==> src/rtl/seg7_pkg.sv <==
// Shared constants for the seven-segment scan controller.
// No logic; pure declarations.
// No flow control.
package seg7_pkg;

  // All segments dark (active low), including DP.
  localparam logic [7:0] SEG_BLANK  = 8'hFF;
  // Lookup code that selects an unlit glyph (used by leading-zero blanking).
  localparam logic [4:0] CODE_BLANK = 5'h10;

  // Bit positions inside the 8-bit segment bus.
  localparam int SEG_A  = 0;
  localparam int SEG_B  = 1;
  localparam int SEG_C  = 2;
  localparam int SEG_D  = 3;
  localparam int SEG_E  = 4;
  localparam int SEG_F  = 5;
  localparam int SEG_G  = 6;
  localparam int SEG_DP = 7;

endpackage

==> src/rtl/seg7_digit_lut.sv <==
// Hex-to-segment decoder, active-low, DP bit held high (dark).
// Latency: purely combinational.
// Backpressure: none.
module seg7_digit_lut
  import seg7_pkg::*;
(
  input  logic [4:0] code,
  output logic [7:0] pattern
);

  // Standard hex glyphs on bits 6..0; anything outside 0..F is blank.
  always_comb begin
    pattern = SEG_BLANK;
    case (code)
      5'h00: pattern = 8'hC0;
      5'h01: pattern = 8'hF9;
      5'h02: pattern = 8'hA4;
      5'h03: pattern = 8'hB0;
      5'h04: pattern = 8'h99;
      5'h05: pattern = 8'h92;
      5'h06: pattern = 8'h82;
      5'h07: pattern = 8'hF8;
      5'h08: pattern = 8'h80;
      5'h09: pattern = 8'h90;
      5'h0A: pattern = 8'h88;
      5'h0B: pattern = 8'h83;
      5'h0C: pattern = 8'hC6;
      5'h0D: pattern = 8'hA1;
      5'h0E: pattern = 8'h86;
      5'h0F: pattern = 8'h8E;
      default: pattern = SEG_BLANK;
    endcase
  end

endmodule

==> src/rtl/seg7_scan_ctrl.sv <==
// Time-multiplexed common-anode 7-seg scanner with frame-aligned word updates.
// Latency: outputs registered; a new word shows from digit 0 of the frame after acceptance.
// Backpressure: load_ready drops while a word waits in the pending register.
module seg7_scan_ctrl
  import seg7_pkg::*;
#(
  parameter int NUM_DIGITS = 8,
  parameter int CLK_DIV    = 50000,
  parameter int IDX_W      = 3
) (
  input  logic                    clk,
  input  logic                    rst,
  input  logic                    load_valid,
  output logic                    load_ready,
  input  logic [4*NUM_DIGITS-1:0] value,
  input  logic [NUM_DIGITS-1:0]   dp_mask,
  input  logic                    blank_lz,
  output logic [7:0]              seg_n,
  output logic [NUM_DIGITS-1:0]   an_n,
  output logic                    frame_done
);

  localparam int PS_W = (CLK_DIV > 1) ? $clog2(CLK_DIV) : 1;
  localparam logic [PS_W-1:0]  PS_LAST  = PS_W'(CLK_DIV - 1);
  localparam logic [IDX_W-1:0] IDX_LAST = IDX_W'(NUM_DIGITS - 1);

  logic [PS_W-1:0]         presc;
  logic [IDX_W-1:0]        idx;
  logic                    tick;
  logic                    boundary;
  logic                    xfer;

  logic [4*NUM_DIGITS-1:0] act_val;
  logic [NUM_DIGITS-1:0]   act_dp;
  logic                    act_blz;
  logic [4*NUM_DIGITS-1:0] pnd_val;
  logic [NUM_DIGITS-1:0]   pnd_dp;
  logic                    pnd_blz;
  logic                    pend;

  logic [3:0]              cur_nib;
  logic                    cur_dp;
  logic                    cur_lz;
  logic                    zero_run;
  logic [NUM_DIGITS-1:0]   an_drive;
  logic [4:0]              code;
  logic [7:0]              glyph;
  logic [7:0]              seg_drive;

  assign tick       = (presc == PS_LAST);
  assign boundary   = tick && (idx == IDX_LAST);
  assign load_ready = !pend;
  assign xfer       = load_valid && !pend;

  // Slot-length prescaler.
  always_ff @(posedge clk or posedge rst) begin
    if (rst)       presc <= '0;
    else if (tick) presc <= '0;
    else           presc <= presc + 1'b1;
  end

  // Digit index steps once per slot and wraps at the frame boundary.
  always_ff @(posedge clk or posedge rst) begin
    if (rst)           idx <= '0;
    else if (boundary) idx <= '0;
    else if (tick)     idx <= idx + 1'b1;
  end

  // Word staging: a waiting word commits at the boundary; a word arriving exactly
  // on an idle boundary skips staging so it still lands on a clean frame start.
  always_ff @(posedge clk or posedge rst) begin
    if (rst) begin
      act_val <= '0;
      act_dp  <= '0;
      act_blz <= 1'b0;
      pnd_val <= '0;
      pnd_dp  <= '0;
      pnd_blz <= 1'b0;
      pend    <= 1'b0;
    end else if (boundary && pend) begin
      act_val <= pnd_val;
      act_dp  <= pnd_dp;
      act_blz <= pnd_blz;
      pend    <= 1'b0;
    end else if (xfer && boundary) begin
      act_val <= value;
      act_dp  <= dp_mask;
      act_blz <= blank_lz;
    end else if (xfer) begin
      pnd_val <= value;
      pnd_dp  <= dp_mask;
      pnd_blz <= blank_lz;
      pend    <= 1'b1;
    end
  end

  // Select the current digit and decide whether it is a leading zero.
  always_comb begin
    cur_nib  = '0;
    cur_dp   = 1'b0;
    cur_lz   = 1'b0;
    an_drive = '1;
    zero_run = 1'b1;
    for (int i = NUM_DIGITS - 1; i >= 0; i--) begin
      zero_run = zero_run && (act_val[4*i +: 4] == 4'h0);
      if (idx == IDX_W'(i)) begin
        cur_nib     = act_val[4*i +: 4];
        cur_dp      = act_dp[i];
        cur_lz      = zero_run && (i != 0);
        an_drive[i] = 1'b0;
      end
    end
  end

  assign code = (act_blz && cur_lz) ? CODE_BLANK : {1'b0, cur_nib};

  seg7_digit_lut u_lut (
    .code    (code),
    .pattern (glyph)
  );

  // DP follows the mask even on blanked digits.
  always_comb begin
    seg_drive         = glyph;
    seg_drive[SEG_DP] = ~cur_dp;
  end

  // Output register: one dark cycle after each tick, then drive the digit.
  always_ff @(posedge clk or posedge rst) begin
    if (rst) begin
      seg_n      <= SEG_BLANK;
      an_n       <= '1;
      frame_done <= 1'b0;
    end else begin
      frame_done <= boundary;
      if (tick) begin
        seg_n <= SEG_BLANK;
        an_n  <= '1;
      end else begin
        seg_n <= seg_drive;
        an_n  <= an_drive;
      end
    end
  end

endmodule

==> config.mk <==
export PLATFORM = sky130hd
export DESIGN_NAME = seg7_scan_ctrl
export DESIGN_NICKNAME = d
export VERILOG_FILES = /design/src/rtl/seg7_pkg.sv /design/src/rtl/seg7_digit_lut.sv /design/src/rtl/seg7_scan_ctrl.sv
export SDC_FILE = /design/constraint.sdc
export NUM_CORES = 1
export LEC_CHECK = 0
export CAP_MARGIN = 20
export CELL_PAD_IN_SITES_DETAIL_PLACEMENT = 1
export CELL_PAD_IN_SITES_GLOBAL_PLACEMENT = 1
export CORE_AREA = 10 10 118 120
export DETAILED_ROUTE_END_ITERATION = 8
export DIE_AREA = 0 0 128 130
export DONT_BUFFER_PORTS = 1
export GPL_TIMING_DRIVEN = 0
export PLACE_DENSITY = 0.83
export REMOVE_ABC_BUFFERS = 1
export SLEW_MARGIN = 40
export SYNTH_ARGS = -nofsm -noshare
export SYNTH_HDL_FRONTEND = slang
export SYNTH_HIERARCHICAL = 1
export SYNTH_SLANG_ARGS = --single-unit
==> constraint.sdc <==
create_clock -name clk -period 5.11 [get_ports clk]
set_input_delay 1.533 -clock clk [delete_from_list [all_inputs] [get_ports clk]]
set_output_delay 1.533 -clock clk [all_outputs]
set_load 0.03 [all_outputs]
Yosys cells after proc, flatten, opt, wreduce, memory -nomap -nowiden:

Memories as Yosys holds them, arrays and structs flattened.
Index checks and enable logic that the tools add are counted.

* add/subtract/negate cells: 2
* $mul: 0
* divide/modulo/power cells: 0
* magnitude comparators: 0
* equality and inequality tests: 9
* shifts and indexed selects: 0
* mux-type cells: 48
* bitwise logic cells: 3
* reduce and logical (&&, ||, !) cells: 25

Operator list (number)
* 2-to-1 mux 32 bit: 2
* 2-to-1 mux 4 bit: 8
* 2-to-1 mux 8 bit: 4
* 2-to-1 mux 1 bit: 29
* logical NOT 4 bit: 7
* adder 16 x 1 -> 16 bit (second input constant): 1
* equality test 16 bit (second input constant): 1
* 2-to-1 mux 16 bit: 1
* equality test 3 bit (second input constant): 4
* logical AND 1 bit: 11
* 2-to-1 mux 7 bit: 1
* equality test 3 x 2 -> 1 bit (second input constant): 2
* 2-to-1 mux 3 bit: 2
* nonzero test 2 bit: 3
* 2-to-1 mux 5 bit: 1
* adder 3 x 1 -> 3 bit (second input constant): 1
* equality test 3 x 1 -> 1 bit (second input constant): 1
* logical NOT 3 bit: 1
* NOT 1 bit: 3
* AND reduction 3 bit: 1
* != test 2 bit (second input constant): 1
* AND reduction 2 bit: 1
* logical NOT 1 bit: 1

* flip-flop bits (word level): 119
* latch bits: 0
* memory bits (writable): 0
* ROM bits: 112
* output and inout bits: 18
* logic and storage cells: 100
* memories: 1

Memory list
* (name not given): depth 16, width 7, rd ports 1, clocked after memory_dff 0, write ports 0, RTL line seg7_digit_lut.sv:14 `case (code)`

Logic depth before layout (Yosys ltp):

Gate-level depths: netlist of run 1.
An unclocked memory read counts as a cell.

* depth in word-level cells: 14
* depth in mapped cells: 14

Hierarchy:

The synthesis of run 1 kept the hierarchy.

By module, submodules not included
* seg7_scan_ctrl: times used 1, cells an instance 502, area each 5420.2 um^2, sequential area each 2997.9 um^2
* seg7_digit_lut: times used 1, cells an instance 41, area each 285.3 um^2, sequential area each 0.0 um^2

Worst setup path before layout of run 1:

Ideal clock, no wire load.

* kind: register to register
* start point: register idx[0]
* end point: register seg_n[3]
* setup time: 0.084 ns
* arrival time: 3.387 ns
* data required time: 5.026 ns
* slack: 1.639 ns
* cell stages (with the launch flop): 13
* buffers on the path: 0
* path through: dfrtp_1 inv_1 ha_1 o21ai_0 a32oi_1 or3_1 a221oi_1 inv_1 ha_1 inv_1 a2111oi_0 a31oi_1 or2_2

* longest elaborated chain between the ends: 14

RTL lines
* from (decl): RTL line seg7_scan_ctrl.sv:28 `logic [IDX_W-1:0] idx;`
* from (signal assigned): RTL line seg7_scan_ctrl.sv:66 `else if (tick) idx <= idx + 1'b1;`
* equality test 3 bit: RTL line seg7_scan_ctrl.sv:106 `if (idx == IDX_W'(i)) begin`
* 2-to-1 mux 1 bit (8 in series): RTL line seg7_scan_ctrl.sv:106
* logical AND 1 bit: RTL line seg7_scan_ctrl.sv:115 `assign code = (act_blz && cur_lz) ? CODE_BLANK : {1'b0, cur_nib};`
* 2-to-1 mux 5 bit *: RTL line seg7_scan_ctrl.sv:115
* named net code[0]: RTL line seg7_scan_ctrl.sv:46 `logic [4:0] code;`
* memory read (16 x 7 bit) *
* 2-to-1 mux 7 bit *: RTL line seg7_digit_lut.sv:14
* named net glyph[3]: RTL line seg7_scan_ctrl.sv:47 `logic [7:0] glyph;`
* 2-to-1 mux 8 bit *: RTL line seg7_scan_ctrl.sv:136 `if (tick) begin`
* to (signal assigned): RTL line seg7_scan_ctrl.sv:140 `seg_n <= seg_drive;`
* to (decl): RTL line seg7_scan_ctrl.sv:18 `output logic [7:0] seg_n,`

Mark *: on every way through the listed nets, which the timed path passes. The rest lies on a longest branch.
A chain may end at the register's enable or synchronous reset.

Worst setup path in the final report of run 1:

* start point: register idx[1]
* end point: register seg_n[3]

The elaborated chain is that of the path after synthesis.

==> reports/qor.yml, run 1 <==
worst_setup_path:
  criticalPathCategory: "flop to flop"
  worst-r2r-setup-slack_ns: 0.51
  critPathLaunchType: "flop"
  cp_slowest_cell: "o21ai_0"
  cp_max_fo: 20
  max_stage_delay_ns: 0.72
  end_kind: "flop"
  r2r-end: "seg_n[3]"
  reg2reg_from: "idx[1]"
  cp.arrival_ns: 4.94
  crit_chain: "inv_1 > ha_1 > o21ai_0 > a32oi_1 > or3_1 > a221oi_1 > inv_1 > ha_1 > nor2b_1 > a2111oi_0 > a31oi_1 > or2_2"
  reg2reg_depth: 12
  crit_required_ns: 5.45
floorplanning:
  io_pins: 62
  row_count: 40
  die_h_um: 130
  die_w_um: 128
  die_area_sq_um: 16600
  coreArea_sq_um: 11700
  start_util_pct: 48.6
clocking:
  ctsLongestPathBuffers: 2
  cts_tree: "built"
  htree_levels: 4
  hold_buffers: 0
  cts_resized: 0
  clkTransAtPathRegs_ns: 0.06
  clk_latency_ns: 0.42
  cts_root_buffer: "clkbuf_16"
  clock-sinks: 119
  postCtsSetupBuffers: 0
  cts_buffers: 17
timing:
  skew_ns: 0.00938
  fmax_mhz: 217
  hold_violations: 0
  finalSetupViolations: 0
  finalCriticalPeriod_ns: 4.60
  grt_setup_unrepaired: "false"
  tightest_slew_ns: 0.815
  slew_headroom_pct: 45.7
  slew_violations: 0
  timing.final.crit_share_pct: 90.0
global_routing:
  antenna_found_initial: 0
  grt_max_degree: 74
  gr-usage-all-layers_pct: 19.1
  grt_pass1_wl_mm: 24.7
  grt_pass1_vias: 4681
  overflow: 0
placed_design:
  dp_hpwl_mm: 10.6
  routabilityCongestion: 0.783
  portBuffers: 0
  post-place-cells: 678
synth:
  synth.cell_area_sq_um: 5690
  synth_warnings: 6
  netlist_instances: 541
  syn_avg_cell_area_sq_um: 10.5
routing:
  dr.pass1.iters: 5
  vias: 4213
  wl_per_cell_um: 21.4
  drt-total-wl_mm: 15.2
  antenna_left: 0
  drt_iter0_drc: 277
  vias_per_cell: 5.93
  drc: 0
finish:
  final_cells: 710
  diodes: 0
  drive_gt1_share_pct: 21.8
  final_common_cell: "nand2_1"
  area_growth_syn_to_layout_pct: 14.7
  num-nets-final: 608
  postLayoutCoreUtil_pct: 55.8
  final_cell_mix: "104 x nand2_1, 103 x dfrtp_1, 44 x a22oi_1"
worst_hold_path:
  hold_class: "flop to flop"
  hold_depth: 2
  hold_start: "pnd_val[10]"
  holdPathEnd: "act_val[10]"
job:
  cap_violations: 0
power:
  vdd_drop_max_uv: 359
  powerDensity_nw_per_um2: 367
  p_leak_nw: 2.99
run_status:
  outcome: "complete, no violations"
power breakdown:
part	total [W]	internal [W]	switching, W	leakage [nW]
registers	0.00104	0.000999	0.0000455	1.51
clock network	0.00125	0.000835	0.000413	0.307
logic	0.000101	0.0000484	0.0000528	1.18
flip-flops by register name, summed over array words and instances (netlist names):
| register | cells |
|---|---|
| act_blz | 1 |
| idx | 3 |
| pnd_blz | 1 |
| act_val | 32 |
| frame_done | 1 |
| an_n | 8 |
| pnd_val | 32 |
| presc | 16 |
| pend | 1 |
| seg_n | 8 |
| pnd_dp | 8 |
| act_dp | 8 |
layer usage:
| layer | vias up | track usage, % | routed length, um |
|---|---|---|---|
| li1 | 1941 | - | - |
| met1 | 2158 | 20.3 | 6070 |
| met2 | 90 | 34.5 | 8180 |
| met3 | 24 | 5.92 | 749 |
| met4 | 0 | 7.81 | 202 |
| met5 | - | 0 | 0 |
per-stage QoR:
step | hold slack [ns] | worst slack (ns) | power [W] | instance area (sq um) | TNS [ns]
floorplan | 0.462 | 0.446 | 0.00112 | 5530 | 0
global placement | 0.474 | -0.672 | 0.00114 | 5720 | -89.25
detailed placement | 0.485 | 0.676 | 0.00116 | 5900 | 0
CTS | 0.493 | 0.604 | 0.00241 | 6520 | 0
global route | 0.513 | 0.183 | 0.00248 | 6530 | 0
finish | 0.492 | 0.512 | 0.00239 | 6530 | 0
critical path, delay by kind of cell (launching register included):
kind	cells	cell delay, ns
simple gates	3	0.86
flops	1	0.38
buf+inv	2	0.37
compound gates	5	2.16
fa+ha+maj	2	0.74
cell type report:
cell class,count,area (sq um)
Fill cell,1246,5180
Clock inverter,10,150
Multi-Input combinational cell,376,2500
Sequential cell,119,3000
Clock buffer,22,464
Inverter,17,71.3
Timing Repair Buffer,19,161
Tap cell,147,184
worst max-delay path by stage:
stage / start / endpoint / slack [ns] / depth (start not counted)
global placement: rst / pnd_val[11] / -0.67 / 1
finish: idx[1] / seg_n[3] / 0.51 / 12
detailed placement: idx[1] / seg_n[3] / 0.68 / 12
floorplan: rst / act_blz / 0.45 / 1
global route: idx[1] / seg_n[0] / 0.18 / 12
CTS: idx[1] / seg_n[3] / 0.60 / 12
Power figures use the tool's default switching activity.
==> run 2: changes to the inputs <==
--- a/config.mk
+++ b/config.mk
@@ -8,9 +8,9 @@
 export CAP_MARGIN = 20
 export CELL_PAD_IN_SITES_DETAIL_PLACEMENT = 1
 export CELL_PAD_IN_SITES_GLOBAL_PLACEMENT = 1
-export CORE_AREA = 10 10 118 120
+export CORE_AREA = 4 4 112 114
 export DETAILED_ROUTE_END_ITERATION = 8
-export DIE_AREA = 0 0 128 130
+export DIE_AREA = 0 0 116 118
 export DONT_BUFFER_PORTS = 1
 export GPL_TIMING_DRIVEN = 0
 export PLACE_DENSITY = 0.83
==> reports/qor.yml, run 2 (synthesized netlist as in run 1, its figures left out) <==
global_routing:
  overflow: 0  # unchanged
  grt_pass1_wl_mm: 24.6  # -0.50%
  grt_pass1_vias: 4711  # +0.64%
  gr-usage-all-layers_pct: 23.4  # +4.2 points
  grt_max_degree: 72  # -2.7%
  antenna_found_initial: 0  # unchanged
clocking:
  postCtsSetupBuffers: 0  # unchanged
  htree_levels: 4  # unchanged
  clkTransAtPathRegs_ns: 0.06  # about the same
  cts_root_buffer: "clkbuf_16"
  clock-sinks: 119  # unchanged
  hold_buffers: 0  # unchanged
  clk_latency_ns: 0.42  # about the same
  cts_buffers: 17  # unchanged
  cts_resized: 0  # unchanged
  ctsLongestPathBuffers: 2  # unchanged
  cts_tree: "built"
power:
  p_leak_nw: 3.01  # +0.49%
  switching_share_pct: 20.9  # -0.43 points
  p_int_w: 0.00195  # +3.8%
  power_frac_clock_pct: 53.8  # +1.6 points
  vdd_drop_max_uv: 271  # -24%
  comb_power_share_pct: 4.1  # about the same
  seqPwrFrac_pct: 42.2  # -1.4 points
  powerDensity_nw_per_um2: 376  # +2.6%
  p_sw_w: 0.000518  # +1.2%
worst_setup_path:
  criticalPathCategory: "flop to flop"
  crit_required_ns: 5.45  # about the same
  cp_slowest_cell: "o21ai_0"
  critPathLaunchType: "flop"
  cp.arrival_ns: 4.73  # -0.21 ns
  cp_max_fo: 20  # unchanged
  worst-r2r-setup-slack_ns: 0.72  # +0.20 ns
  crit_chain: "inv_1 > ha_1 > o21ai_0 > a32oi_1 > or3_1 > a221oi_1 > inv_1 > ha_1 > nor2b_1 > a2111oi_0 > a31oi_1 > or2_2"
  max_stage_delay_ns: 0.62  # -0.10 ns
  end_kind: "flop"
  reg2reg_depth: 12  # unchanged
  reg2reg_from: "idx[1]"
  r2r-end: "seg_n[3]"
placed_design:
  routabilityCongestion: 0.835  # +6.7%
  dp_hpwl_mm: 10.3  # -2.5%
  place_ws_ns: 0.708  # +0.0324 ns
  placed_area_sq_um: 5900  # -0.15%
  portBuffers: 0  # unchanged
timing:
  slew_headroom_pct: 45.1  # -0.58 points
  grt_setup_unrepaired: "false"
  slew_violations: 0  # unchanged
  fmax_mhz: 228  # +4.7%
  finalSetupViolations: 0  # unchanged
  setup_ws_ns: 0.716  # +0.205 ns
  hold_violations: 0  # unchanged
  tightest_slew_ns: 0.824  # +0.00864 ns
  finalCriticalPeriod_ns: 4.39  # -0.205 ns
  skew_ns: 0.00983  # +0.000446 ns
  timing.final.crit_share_pct: 86.0  # -4.0 points
routing:
  drc: 0  # unchanged
  wl_per_cell_um: 21.1  # -1.3%
  antenna_left: 0  # unchanged
  dr.pass1.iters: 5  # unchanged
  drt-total-wl_mm: 14.9  # -1.8%
  vias: 4237  # +0.57%
  vias_per_cell: 6.00  # +1.1%
  drt_iter0_drc: 300  # +8.3%
worst_hold_path:
  hold_class: "flop to flop"
  hold_start: "pnd_val[2]"
  holdPathEnd: "act_val[2]"
  hold_depth: 2  # unchanged
finish:
  largestRegisters: "act_val x32, pnd_val x32, presc x16"
  final_area_sq_um: 6570  # +0.61%
  final_common_cell: "nand2_1"
  final.fill_count: 1213  # -2.6%
  diodes: 0  # unchanged
  num-nets-final: 608  # unchanged
  drive_gt1_share_pct: 22.0  # +0.18 points
  final_cell_mix: "104 x nand2_1, 103 x dfrtp_1, 44 x a22oi_1"
  area_growth_syn_to_layout_pct: 15.4
floorplanning:
  start_util_pct: 49.9  # +1.2 points
  die_area_sq_um: 13700  # -18%
  io_pins: 62  # unchanged
  die_w_um: 116  # -9.4%
  die_h_um: 118  # -9.2%
  row_count: 39  # -2.5%
  coreArea_sq_um: 11400  # -2.5%
job:
  cap_violations: 0  # unchanged
run_status:
  outcome: "complete, no violations"
## run 2: worst max-delay path, delay by kind of cell, from the launching register on
kind	cells	cell delay, ns
AOI/OAI and AO/OA	5	2.00
buffers and inverters	2	0.35
and+or+nand+nor	3	0.86
adders and majority gates	2	0.71
DFF	1	0.37
## run 2: worst max path at each step
| stage | from | to | slack, ns | cells after the start |
|---|---|---|---|---|
| after floorplan | rst | act_blz | 0.45 | 1 |
| after global placement | rst | pnd_val[15] | -0.69 | 1 |
| after detailed placement | idx[1] | seg_n[3] | 0.71 | 12 |
| after CTS | idx[1] | seg_n[3] | 0.59 | 12 |
| after global routing | idx[0] | seg_n[3] | 0.30 | 12 |
| final | idx[1] | seg_n[3] | 0.72 | 12 |
## run 2: power by group through the flow
stage | Sequential [W] | Clock [W] | Combinational [W]
detailed placement | 0.00106 | 0 | 0.000100
finish | 0.00104 | 0.00133 | 0.000100
global placement | 0.00105 | 0 | 0.0000901
global route | 0.00105 | 0.00140 | 0.000113
floorplan | 0.00104 | 0 | 0.0000793
CTS | 0.00104 | 0.00136 | 0.000102
## run 2: through the flow
step	TNS, ns	utilization (%)	instances	total power, W	hold WS [ns]
after floorplan	0	-	512	0.00112	0.462
after detailed placement	0	51.6	674	0.00116	0.485
after global placement	-102.57	50.0	655	0.00114	0.474
after global routing	0	57.5	706	0.00256	0.518
after CTS	0	57.4	706	0.00250	0.500
final	0	57.5	706	0.00247	0.494
## run 2: routing by layer
metal / GRT usage (%) / wire (um) / up-vias
met2: 39.6 / 7820 / 109
li1: - / - / 1945
met3: 7.20 / 919 / 20
met4: 8.92 / 236 / 0
met5: 0 / 0 / -
met1: 27.3 / 5940 / 2163
## run 2: final cells by class
cell class | instances | area (sq um) | share of cell area, %
well taps | 143 | 179 | 2.72
repair buffers | 19 | 158 | 2.40
flip-flops and latches | 119 | 3000 | 45.6
clock inverters | 6 | 134 | 2.04
inverters | 17 | 71.3 | 1.09
multi-input cells | 376 | 2500 | 38.1
clock buffers | 26 | 529 | 8.05
